[config.mk]
export PLATFORM = sky130hd
export DESIGN_NAME = cache_flush_engine
export DESIGN_NICKNAME = d
export VERILOG_FILES = /design/src/rtl/cache_flush_engine.sv
export SDC_FILE = /design/constraint.sdc
export NUM_CORES = 1
export LEC_CHECK = 0
export BUFFER_PORTS_ARGS = -buffer_cell sky130_fd_sc_hd__buf_4
export CAP_MARGIN = 10
export CORE_ASPECT_RATIO = 1.2
export CORE_MARGIN = 5
export CORE_UTILIZATION = 50
export CTS_CLUSTER_DIAMETER = 80
export CTS_CLUSTER_SIZE = 30
export DETAILED_ROUTE_END_ITERATION = 16
export HOLD_SLACK_MARGIN = 0.08
export PLACE_DENSITY = 0.86
export SKIP_CTS_REPAIR_TIMING = 1
export SLEW_MARGIN = 20
export SYNTH_ARGS = -nofsm -noshare
export SYNTH_HDL_FRONTEND = slang
export SYNTH_SLANG_ARGS = --single-unit
[constraint.sdc]
create_clock -name clk_i -period 2.1 [get_ports clk_i]
set_input_delay 0.105 -clock clk_i [delete_from_list [all_inputs] [get_ports clk_i]]
set_output_delay 0.105 -clock clk_i [all_outputs]
set_load 0.005 [all_outputs]
[src/rtl/cache_flush_engine.sv]
// Write-back flush walker for one cache way: scans every set, writes valid+dirty
// lines to pmem, clears their dirty bits, then pulses flush_done_o.
//
// state   | meaning
// IDLE    | waiting for flush_req_i, index held at 0
// SCAN    | inspecting the set at idx_q
// WRITE   | pmem write of the latched line in progress
// CLEAN   | one-cycle dirty-bit clear for the set at idx_q
// DONE    | one-cycle completion pulse
module cache_flush_engine #(
    parameter int width        = 128,
    parameter int index_width  = 3,
    parameter int tag_width    = 9,
    parameter int offset_width = 4
) (
    input  logic                   clk_i,
    input  logic                   rst_n_i,
    input  logic                   flush_req_i,
    output logic                   busy_o,
    output logic                   flush_done_o,
    output logic [index_width-1:0] arr_index_o,
    input  logic [width-1:0]       data_in_i,
    input  logic [tag_width-1:0]   tag_in_i,
    input  logic                   valid_in_i,
    input  logic                   dirty_in_i,
    output logic                   dirty_write_o,
    output logic                   dirty_datain_o,
    output logic                   pmem_write_o,
    output logic [15:0]            pmem_address_o,
    output logic [width-1:0]       pmem_wdata_o,
    input  logic                   pmem_resp_i
);

    typedef enum logic [2:0] {
        S_IDLE,
        S_SCAN,
        S_WRITE,
        S_CLEAN,
        S_DONE
    } state_t;

    localparam logic [index_width-1:0] LAST_IDX = '1;

    state_t                 state_q;
    logic [index_width-1:0] idx_q;
    logic                   busy_q;
    logic                   flush_done_q;
    logic                   dirty_write_q;
    logic                   pmem_write_q;
    logic [15:0]            addr_q;
    logic [width-1:0]       wdata_q;

    always_ff @(posedge clk_i) begin
        if (!rst_n_i) begin
            state_q       <= S_IDLE;
            idx_q         <= '0;
            busy_q        <= 1'b0;
            flush_done_q  <= 1'b0;
            dirty_write_q <= 1'b0;
            pmem_write_q  <= 1'b0;
            addr_q        <= '0;
            wdata_q       <= '0;
        end else begin
            flush_done_q  <= 1'b0;
            dirty_write_q <= 1'b0;
            case (state_q)
                S_IDLE: begin
                    if (flush_req_i) begin
                        state_q <= S_SCAN;
                        idx_q   <= '0;
                        busy_q  <= 1'b1;
                    end
                end
                S_SCAN: begin
                    // A line needs writing only when both valid and dirty.
                    if (valid_in_i && dirty_in_i) begin
                        state_q      <= S_WRITE;
                        addr_q       <= {tag_in_i, idx_q, {offset_width{1'b0}}};
                        wdata_q      <= data_in_i;
                        pmem_write_q <= 1'b1;
                    end else if (idx_q == LAST_IDX) begin
                        state_q      <= S_DONE;
                        flush_done_q <= 1'b1;
                    end else begin
                        idx_q <= idx_q + 1'b1;
                    end
                end
                S_WRITE: begin
                    if (pmem_resp_i) begin
                        state_q       <= S_CLEAN;
                        pmem_write_q  <= 1'b0;
                        dirty_write_q <= 1'b1;
                    end
                end
                S_CLEAN: begin
                    if (idx_q == LAST_IDX) begin
                        state_q      <= S_DONE;
                        flush_done_q <= 1'b1;
                    end else begin
                        state_q <= S_SCAN;
                        idx_q   <= idx_q + 1'b1;
                    end
                end
                S_DONE: begin
                    state_q <= S_IDLE;
                    busy_q  <= 1'b0;
                    idx_q   <= '0;
                end
                default: begin
                    state_q       <= S_IDLE;
                    busy_q        <= 1'b0;
                    idx_q         <= '0;
                    pmem_write_q  <= 1'b0;
                end
            endcase
        end
    end

    assign busy_o         = busy_q;
    assign flush_done_o   = flush_done_q;
    assign arr_index_o    = idx_q;
    assign dirty_write_o  = dirty_write_q;
    assign dirty_datain_o = 1'b0;
    assign pmem_write_o   = pmem_write_q;
    assign pmem_address_o = addr_q;
    assign pmem_wdata_o   = wdata_q;

endmodule

# ---- After elaboration in Yosys (flattened, before gate mapping)
# Index checks and enable logic that the tools add are counted.
dict set report word_totals {
  word_cells 51
  reg_bits 150
  in_bits 143
}
dict set report op_classes {
  bitwise 3
  eq_ne 10
  n_reduce_logical 10
  muxes 19
  n_addsub 1
}
# op count
set op_table {}
lappend op_table {{2-to-1 mux 3 bit} 8}
lappend op_table {{one-hot mux 3 bit (4 select lines)} 2}
lappend op_table {{AND reduction 3 bit} 3}
lappend op_table {{!= test 2 bit (second input constant)} 4}
lappend op_table {{== test 3 x 2 -> 1 bit (second input constant)} 2}
lappend op_table {{== test 3 bit (second input constant)} 2}
lappend op_table {{2-to-1 mux 1 bit} 6}
lappend op_table {{AND reduction 2 bit} 3}
lappend op_table {{OR reduction 3 bit} 2}
lappend op_table {{one-hot mux 1 bit (2 select lines)} 2}
lappend op_table {{adder 3 x 1 -> 3 bit (second input constant)} 1}
lappend op_table {{== test 3 x 1 -> 1 bit (second input constant)} 1}
lappend op_table {{zero test 3 bit} 1}
lappend op_table {{!= test 3 bit (second input constant)} 1}
lappend op_table {{NOT 1 bit} 3}
lappend op_table {{one-hot mux 1 bit (3 select lines)} 1}
lappend op_table {{logical AND 1 bit} 1}

# ---- Longest topological paths before layout
# Gate-level depths: netlist of the first run.
dict set report depth {
  word_depth 4
  ltp_mapped 7
}

# ---- Worst setup path after synthesis of the first run
# Ideal clock, no wire load.
dict set report synth_path {
  path_kind {reg-to-reg}
  start {reg idx_q[0], in the netlist arr_index_o[0]}
  end {reg idx_q[0], in the netlist arr_index_o[0]}
  setup_slack_ns 0.674
  path_stages_with_launch 6
  setup_ns 0.072
  synth_period_minus_slack_ns 1.426
  path_buffers 0
  arrival_time_ns 1.354
  path_cell_list {dfxtp_1 > ha_1 > ha_1 > nor2b_1 > a221oi_2 > mux2i_1}
}
dict set report synth_via {
  elab_chain_len 4
  elab_cells_between_ends 5
  classes_between {add/sub (1); eq/ne (1); mux (3)}
}
# element line
set synth_lines {}
lappend synth_lines {{from (decl)} 45} ;# logic [index_width-1:0] idx_q;
lappend synth_lines {{from (signal assigned)} 85} ;# idx_q <= idx_q + 1'b1;
lappend synth_lines {{from (signal assigned)} 101} ;# idx_q <= idx_q + 1'b1;
lappend synth_lines {{adder 3 x 1 -> 3 bit or == test 3 bit (tied branches)} n/a}
lappend synth_lines {{2-to-1 mux 3 bit (*)} {81, 96}}
lappend synth_lines {{2-to-1 mux 3 bit} 76} ;# if (valid_in_i && dirty_in_i) begin
lappend synth_lines {{one-hot mux 3 bit (4 select lines) (*)} 66} ;# case (state_q)
# Every way passes the cells marked *; elsewhere a longest branch is shown, timed or not. The select of a mux whose other input is x is not followed.
# A chain may end at the register's enable or synchronous reset.

# ---- Worst setup path in the final report of the first run
dict set report layout_path {
  start {reg state_q[0]}
  end {reg wdata_q[57], in the netlist pmem_wdata_o[57]}
}
dict set report layout_via {
  elab_chain_len 2
}
# element line
set layout_lines {}
lappend layout_lines {{from (decl)} 44} ;# state_t state_q;
lappend layout_lines {{from (signal assigned)} 55} ;# state_q <= S_IDLE;
lappend layout_lines {{from (signal assigned)} 69} ;# state_q <= S_SCAN;
lappend layout_lines {{from (signal assigned)} 77} ;# state_q <= S_WRITE;
lappend layout_lines {{== test 3 x 1 -> 1 bit} 66}
lappend layout_lines {{AND reduction 2 bit (no line)} n/a}
lappend layout_lines {{to (signal assigned)} 79} ;# wdata_q <= data_in_i;
lappend layout_lines {{to (decl)} 51} ;# logic [width-1:0] wdata_q;
# No other way between the ends.

==> impl_metrics.csv, run 1 <==
group,metric,value,unit
global_routing,antenna_found_initial,4,
global_routing,grt_first_pass_wirelength,30100,um
power_and_ir_drop,power_leakage,0.00418,uW
timing,min_period,1.80,ns
worst_hold_path,min_path_type,"in2reg",
outcome,run_status,"completed",
layout,design.final.nets,1225,
layout,fin_util,85.2,%
logic_synthesis,async_reset_ff_share,0,%
cts,clk_pin_slew_worst_paths,0.06,ns
critical_path,cp_max_fo,58,
placement,gp_congestion,0.847,
critical_path,crit_required,2.40,ns
timing,setup_violations,0,
floorplan,start_util,50.8,%
power_and_ir_drop,powerDensity,687,mW/mm^2
global_routing,grt_use_total,24.8,%
logic_synthesis,synth_top_family_by_area,"compound AO/OA/AOI/OAI gates",
detailed_routing,vias_per_cell,5.79,
global_routing,grt_max_degree,76,
logic_synthesis,synth_compound_area_share,24.8,%
power_and_ir_drop,finalPower,7090,uW
flow_run,cap_violations,0,
detailed_routing,drt_iter0_drc,789,
logic_synthesis,ys_ff_latch,150,
detailed_routing,first_pass_iters,6,
timing,min_period_over_period,85.6,%
timing,relSlewSlack,59.0,%
timing,slew_violations,0,
timing,fmax,0.556,GHz
logic_synthesis,synthCells,696,
cts,root_buffer,"clkbuf_16",
cts,cts_buffers,17,
detailed_routing,post-route-drc-count,0,
floorplan,rows,44,
layout,instances_no_fill,1256,
timing,rsz0062_at_grt,"no",
logic_synthesis,synth_simple_gate_area_share,17.1,%
cts,cts_sinks,150,
layout,final_common_cell,"buf_4",
floorplan,die-width,111,um
cts,cts_tree,"yes",
layout,synthToLayoutAreaGrowth,67.6,%
floorplan,boundaryPins,295,
placement,numPortBuffers,289,
detailed_routing,vias,7272,
logic_synthesis,yosysUniqueCellTypes,33,
logic_synthesis,ys_seq_area_share,48.8,%
detailed_routing,drt_wl_total,25600,um
global_routing,gr-total-overflow,0,
placement,dp_hpwl,13100,um
logic_synthesis,synth_mux_area_share,0.650,%
critical_path,worstSetupStartpointType,"flop",
layout,drive_above_1_share,36.6,%
logic_synthesis,netlist_area,0.00616,mm^2
logic_synthesis,synthFlopType,"dfxtp_1",
floorplan,die_h,132,um
cts,h-tree-depth,4,
logic_synthesis,syn_avg_cell_area,8.84,um^2
floorplan,core_area,0.0121,mm^2
critical_path,critPathArrivalTime,2.10,ns
timing,fin_skew,0.00994,ns
timing,tightest_slew,0.614,ns
timing,finalHoldViolCount,0,
power_and_ir_drop,ir_drop,0.000472,V
critical_path,crit_type,"reg2reg",
logic_synthesis,synth-xor-area-share,0,%
floorplan,dieArea,0.0146,mm^2
global_routing,grt_pass1_vias,5737,
cts,clk_latency,0.41,ns
placement,dpl.cell_count,1081,
detailed_routing,wl_per_cell,20.3,um
layout,final_cell_mix,"buf_4, dfxtp_1, dlygate4sd3_1",
cts,clock_path_buffers,2,
timing,final.setup.tns,0,ns
critical_path,end_kind,"flop",
logic_synthesis,ys_warn_count,0,
logic_synthesis,synthAdderAreaFrac,0.610,%
detailed_routing,ant_nets,0,
logic_synthesis,synth_edf_count,0,
path summary, 6_finish.rpt:
kind,endpoint,cells past startpoint,slack [ns],startpoint
worst max-delay path,pmem_wdata_o[57],4,0.30,state_q[0]
worst max register to register,pmem_wdata_o[57],4,0.30,state_q[0]
worst min-delay path,state_q[2],4,0.06,dirty_in_i
worst min register to register,pmem_wdata_o[114],2,0.48,pmem_wdata_o[114]
through the flow:
stage | cell area, um^2 | setup slack [ns] | hold WS, ns
global placement | 8290 | 0.500 | 0.362
global route | 10300 | 0.248 | 0.0825
detailed placement | 8290 | 0.432 | 0.368
finish | 10300 | 0.302 | 0.0647
floorplan | 6170 | 0.674 | 0.225
CTS | 8910 | 0.425 | -0.0594
logic make-up after synthesis:
| kind of cell | after synthesis |
|---|---|
| AO/OA/AOI/OAI | 287 |
| adder cells (fa/ha/maj) | 3 |
| buffers and inverters | 87 |
| flip-flops | 150 |
| multiplexers | 4 |
| other | 1 |
| AND/OR/NAND/NOR | 164 |
synth_stat cells, types with 2 or more instances:
master | count | area share, %
ha_1 | 3 | 0.61
dfxtp_1 | 150 | 49
a21oi_2 | 19 | 2.7
o21ai_0 | 139 | 11
buf_2 | 12 | 0.98
nand3_1 | 100 | 8.1
mux2i_1 | 4 | 0.65
buf_6 | 11 | 2.0
nand2_1 | 7 | 0.43
nor2_1 | 3 | 0.18
nand3_2 | 40 | 6.5
nor2b_1 | 2 | 0.20
buf_4 | 14 | 1.7
nand3b_1 | 3 | 0.37
nand2b_1 | 3 | 0.30
a21oi_1 | 124 | 10
clkbuf_1 | 46 | 2.8
area by class of cell:
type	count	area (um^2)
Sequential cell	150	3010
Clock inverter	11	175
Antenna cell	4	10.0
Multi-Input combinational cell	463	2680
Timing Repair Buffer	444	3780
Clock buffer	20	447
Fill cell	580	1790
Tap cell	161	201
Inverter	3	16.3
registers in the layout, indices dropped and copies added, names as in the netlist:
| name | cells |
|---|---|
| pmem_write_o | 1 |
| state_q | 3 |
| flush_done_o | 1 |
| pmem_wdata_o | 128 |
| busy_o | 1 |
| arr_index_o | 3 |
| pmem_address_o | 12 |
| dirty_write_o | 1 |
critical path, stage by stage (launching register included):
cell and delay, ns:
dfxtp_1 0.52, and4b_4 0.45, buf_12 0.33, nand3_2 0.11
a21oi_1 0.24
per-layer routing:
metal  vias up  wire length (um)  share of wire (%)  GRT usage (%)
met1      3420              8750                 34           28.7
met2       517             13100                 51           41.9
li1       3240                 -                  -              -
met4         0              1170                4.6           9.60
met3        95              2510                9.8           8.83
met5         -                 0                  0              0
power breakdown:
part	internal, uW	leakage (uW)	switching (uW)
Clock	2020	0.000297	1210
Sequential	2920	0.00121	48.0
Combinational	518	0.00267	367
Total	5460	0.00418	1630
(Power assumes the default switching activity.)
==> inputs of run 2 (changes only) <==
Settings changed: ABC_CLOCK_PERIOD_IN_PS set to 2100, CORE_ASPECT_RATIO 1.2 to unset.
==> impl_metrics.csv, run 2 (synthesized netlist as in run 1, its figures left out) <==
group,metric,value,unit
outcome,run_status,"completed",
global_routing,antenna_found_initial,1,
power_and_ir_drop,pwr-share-comb,13.2,%
critical_path,crit_type,"reg2reg",
layout,synthToLayoutAreaGrowth,66.6,%
layout,drive_above_1_share,36.5,%
power_and_ir_drop,internal_power,5120,uW
timing,rsz0062_at_grt,"no",
global_routing,grt_pass1_vias,5901,
global_routing,grt_max_degree,107,
global_routing,grt_first_pass_wirelength,30300,um
critical_path,cp_slowest_stage_delay,0.50,ns
critical_path,cp_max_fo,84,
timing,min_period_over_period,85.1,%
cts,h-tree-depth,4,
global_routing,grt_use_total,26.2,%
floorplan,die-width,121,um
floorplan,rows,40,
power_and_ir_drop,pwr-share-clk,43.2,%
detailed_routing,drt_wl_total,28000,um
placement,numPortBuffers,289,
placement,gp_congestion,0.817,
floorplan,boundaryPins,295,
flow_run,cap_violations,0,
floorplan,start_util,51.0,%
placement,place_ws,0.548,ns
worst_hold_path,min_path_type,"reg2reg",
timing,final.setup.tns,0,ns
critical_path,worstSetupStartpointType,"flop",
cts,cts_buffers,17,
timing,tightest_slew,0.532,ns
cts,cts_tree,"yes",
timing,min_period,1.79,ns
power_and_ir_drop,pwr-share-seq,43.6,%
timing,hold-worst-slack,0.477,ns
layout,largest_reg_flops,128,
timing,finalHoldViolCount,0,
cts,clock_path_buffers,2,
timing,fmax,0.559,GHz
placement,dp_hpwl,13300,um
layout,design.final.nets,1223,
detailed_routing,post-route-drc-count,0,
floorplan,dieArea,0.0146,mm^2
detailed_routing,ant_nets,0,
timing,fin_skew,0.00802,ns
detailed_routing,drt_iter0_drc,970,
detailed_routing,vias,7613,
cts,root_buffer,"clkbuf_16",
cts,cts_sinks,150,
timing,relSlewSlack,64.5,%
detailed_routing,first_pass_iters,6,
detailed_routing,vias_per_cell,6.03,
timing,worst_slack,0.313,ns
layout,final_common_cell,"buf_4",
floorplan,die_h,121,um
critical_path,critPathArrivalTime,2.11,ns
global_routing,gr-total-overflow,0,
layout,final_cell_mix,"buf_4, dfxtp_1, dlygate4sd3_1",
power_and_ir_drop,netSwitchingFraction,24.8,%
power_and_ir_drop,power_leakage,0.00415,uW
power_and_ir_drop,ir_drop,0.000485,V
timing,slew_violations,0,
critical_path,crit_required,2.42,ns
cts,clk_pin_slew_worst_paths,0.06,ns
timing,setup_violations,0,
detailed_routing,wl_per_cell,22.2,um
floorplan,core_area,0.0121,mm^2
cts,clk_latency,0.42,ns
critical_path,end_kind,"flop",
critical_path,crit_path_cell_trace,"and4b_4, buf_12, nand3_1, a21oi_1",
power_and_ir_drop,powerDensity,664,mW/mm^2
critical_path,crit_path_top_delay_cell,"dfxtp_1",
power_and_ir_drop,switching_power,1690,uW
layout,fin_util,85.0,%
run 2: cell types whose count changed in the layout (fill, tap and decap cells not counted), sizes merged:
cell	before	now
clkinv	4	9
buf	304	300
bufinv	4	1
dlygate4sd3	140	142
clkbuf	20	19
diode	4	5
run 2: stage by stage:
stage	cell area [um^2]	instances	power, uW
6_report	10300	1263	6810
5_1_grt	10200	1259	6980
4_1_cts	8820	1116	6480
3_5_place_dp	8260	1084	3640
3_3_place_gp	8260	1084	3630
2_1_floorplan	6170	700	3270
run 2: final timing paths:
kind	startpoint	to	slack (ns)	depth (start not counted)
worst min-delay path	pmem_wdata_o[119]	pmem_wdata_o[119]	0.48	2
worst max-delay path	state_q[0]	pmem_wdata_o[110]	0.31	4
worst max register to register	state_q[0]	pmem_wdata_o[110]	0.31	4
worst min register to register	pmem_wdata_o[119]	pmem_wdata_o[119]	0.48	2
run 2: power groups by stage:
stage | logic (uW) | clock network [uW] | registers (uW)
finish | 899 | 2940 | 2970
global placement | 614 | 0 | 3020
CTS | 625 | 2900 | 2960
detailed placement | 621 | 0 | 3020
floorplan | 250 | 0 | 3020
global route | 944 | 3060 | 2970
run 2: area by class of cell:
cell class / instances / area (um^2)
Tap cell: 168 / 210
Inverter: 3 / 16.3
Clock buffer: 19 / 453
Timing Repair Buffer: 442 / 3770
Clock inverter: 13 / 106
Antenna cell: 5 / 12.5
Sequential cell: 150 / 3010
Fill cell: 593 / 1800
Multi-Input combinational cell: 463 / 2680
run 2: critical path: cells and delay by family (launching register included):
kind                   cells  cell delay (ns)
buffers and inverters      1             0.33
flip-flops                 1             0.50
AND/OR/NAND/NOR            2             0.53
AO/OA/AOI/OAI              1             0.28
run 2: layer usage:
layer / up-vias / track usage, % / share of wire (%)
li1: 3240 / - / -
met2: 616 / 43.1 / 49
met1: 3599 / 28.8 / 34
met3: 158 / 11.7 / 11
met4: 0 / 12.3 / 6.4
met5: - / 0 / 0
==> inputs of run 3 (changes only) <==
Settings changed: CTS_CLUSTER_SIZE 30 to 24, RECOVER_POWER set to 100, REMOVE_ABC_BUFFERS set to 1.
==> impl_metrics.csv, run 3 (synthesized netlist as in run 1, its figures left out) <==
group,metric,value,unit
outcome,run_status,"completed",
global_routing,grt_use_total,25.6,%
detailed_routing,wl_met1,9000,um
placement,place_area,0.00830,mm^2
floorplan,die_h,121,um
worst_hold_path,min_path_type,"in2reg",
critical_path,cp_max_fo,39,
timing,rsz0062_at_grt,"no",
timing,slew_violations,0,
power_and_ir_drop,power_leakage,0.00391,uW
cts,h-tree-depth,4,
detailed_routing,vias,7465,
placement,numPortBuffers,289,
detailed_routing,vias_per_cell,5.92,
power_and_ir_drop,powerDensity,717,mW/mm^2
floorplan,rows,40,
timing,min_period,2.01,ns
timing,relSlewSlack,49.9,%
floorplan,boundaryPins,295,
critical_path,crit_path_end,"pmem_wdata_o[31]",
layout,drive_above_1_share,29.1,%
cts,clock_path_buffers,2,
detailed_routing,route.top_layer_used,"met4",
critical_path,rr_worst_depth,4,
global_routing,gr-total-overflow,0,
detailed_routing,drt_wl_total,26000,um
placement,gp_congestion,0.815,
floorplan,start_util,51.0,%
cts,cts_tree,"yes",
cts,clk_latency,0.42,ns
cts,root_buffer,"clkbuf_16",
global_routing,grt_max_degree,86,
floorplan,core_area,0.0121,mm^2
detailed_routing,ant_nets,0,
timing,fmax,0.496,GHz
detailed_routing,post-route-drc-count,0,
critical_path,crit_type,"reg2reg",
timing,tightest_slew,0.752,ns
timing,finalHoldViolCount,0,
flow_run,cap_violations,0,
cts,cts_buffers,17,
layout,design_area,0.0100,mm^2
layout,multi_input_area,0.00255,mm^2
layout,synthToLayoutAreaGrowth,62.5,%
layout,largest_reg_flops,128,
critical_path,critPathArrivalTime,2.35,ns
layout,final_common_cell,"dfxtp_1",
critical_path,startpoint,"state_q[2]",
cts,clk_pin_slew_worst_paths,0.06,ns
detailed_routing,wl_per_cell,20.6,um
layout,fin_util,82.9,%
placement,dp_hpwl,12900,um
detailed_routing,drt_iter0_drc,799,
detailed_routing,route.met2.wl,12800,um
global_routing,antenna_found_initial,0,
timing,fin_skew,0.00992,ns
timing,min_period_over_period,95.9,%
critical_path,worstSetupStartpointType,"flop",
global_routing,grt_first_pass_wirelength,30100,um
layout,design.final.nets,1226,
critical_path,worstReg2RegStart,"state_q[2]",
floorplan,die-width,121,um
layout,area.sequential,0.00300,mm^2
critical_path,reg2reg_slack,0.09,ns
cts,cts_sinks,150,
timing,setup_violations,0,
timing,hold-worst-slack,0.0456,ns
layout,final_cell_mix,"dfxtp_1, buf_4, dlygate4sd3_1",
detailed_routing,first_pass_iters,7,
global_routing,grt_pass1_vias,5992,
layout,nFillCells,669,
detailed_routing,wl_met3,2460,um
critical_path,r2r-end,"pmem_wdata_o[31]",
floorplan,dieArea,0.0146,mm^2
critical_path,end_kind,"flop",
power_and_ir_drop,ir_drop,0.000578,V
critical_path,crit_required,2.44,ns
[run 3: cell types whose count changed in the layout (fill, tap and decap cells not counted), sizes merged]
cell / change
diode: -4
clkbuf: +157
clkinv: -5
bufinv: +3
dlygate4sd3: -2
buf: -147
clkinvlp: -2
inv: -1
[run 3: stage by stage]
stage	total power [uW]	setup TNS (ns)	std cells	worst slack [ns]
3_3_place_gp	3630	0	1089	0.434
2_1_floorplan	3240	-310.82	616	-2.25
3_5_place_dp	3640	0	1089	0.372
5_1_grt	7370	0	1261	0.0262
6_report	7180	0	1262	0.0854
4_1_cts	6940	0	1121	0.358
[run 3: report_power, final]
part | total [uW] | switching [uW] | internal [uW] | leakage (uW)
Clock | 3370 | 1180 | 2180 | 0.000325
Combinational | 842 | 354 | 488 | 0.00237
Sequential | 2970 | 48.9 | 2920 | 0.00121
Total | 7180 | 1590 | 5590 | 0.00391
[run 3: per-layer routing]
metal	global-route usage (%)	up-vias
li1	-	3244
met1	28.4	3511
met2	43.7	558
met3	9.32	152
met4	11.8	0
met5	0	-
[run 3: area by class of cell]
| cell class | count | area share, % |
|---|---|---|
| clock buffer | 24 | 5.13 |
| tap | 168 | 2.10 |
| sequential | 150 | 30.0 |
| antenna | 1 | 0.0250 |
| timing repair buffer | 445 | 35.7 |
| clock inverter | 8 | 1.40 |
| multi-input combinational | 463 | 25.5 |
| inverter | 3 | 0.163 |
[run 3: critical path: stages, from the launching register on]
cell and delay, ns:
dfxtp_2 0.55, inv_4 0.49, clkbuf_1 0.46, nand3_1 0.19
a21oi_1 0.19
[run 3: how the worst min path moves through the flow]
stage,from,to,slack [ns],cells after the start
CTS,pmem_resp_i,dirty_write_o,-0.08,3
detailed placement,pmem_resp_i,dirty_write_o,0.37,3
global placement,pmem_resp_i,dirty_write_o,0.35,3
global route,dirty_in_i,state_q[2],0.12,4
floorplan,pmem_resp_i,dirty_write_o,0.22,2
finish,valid_in_i,state_q[2],0.05,4
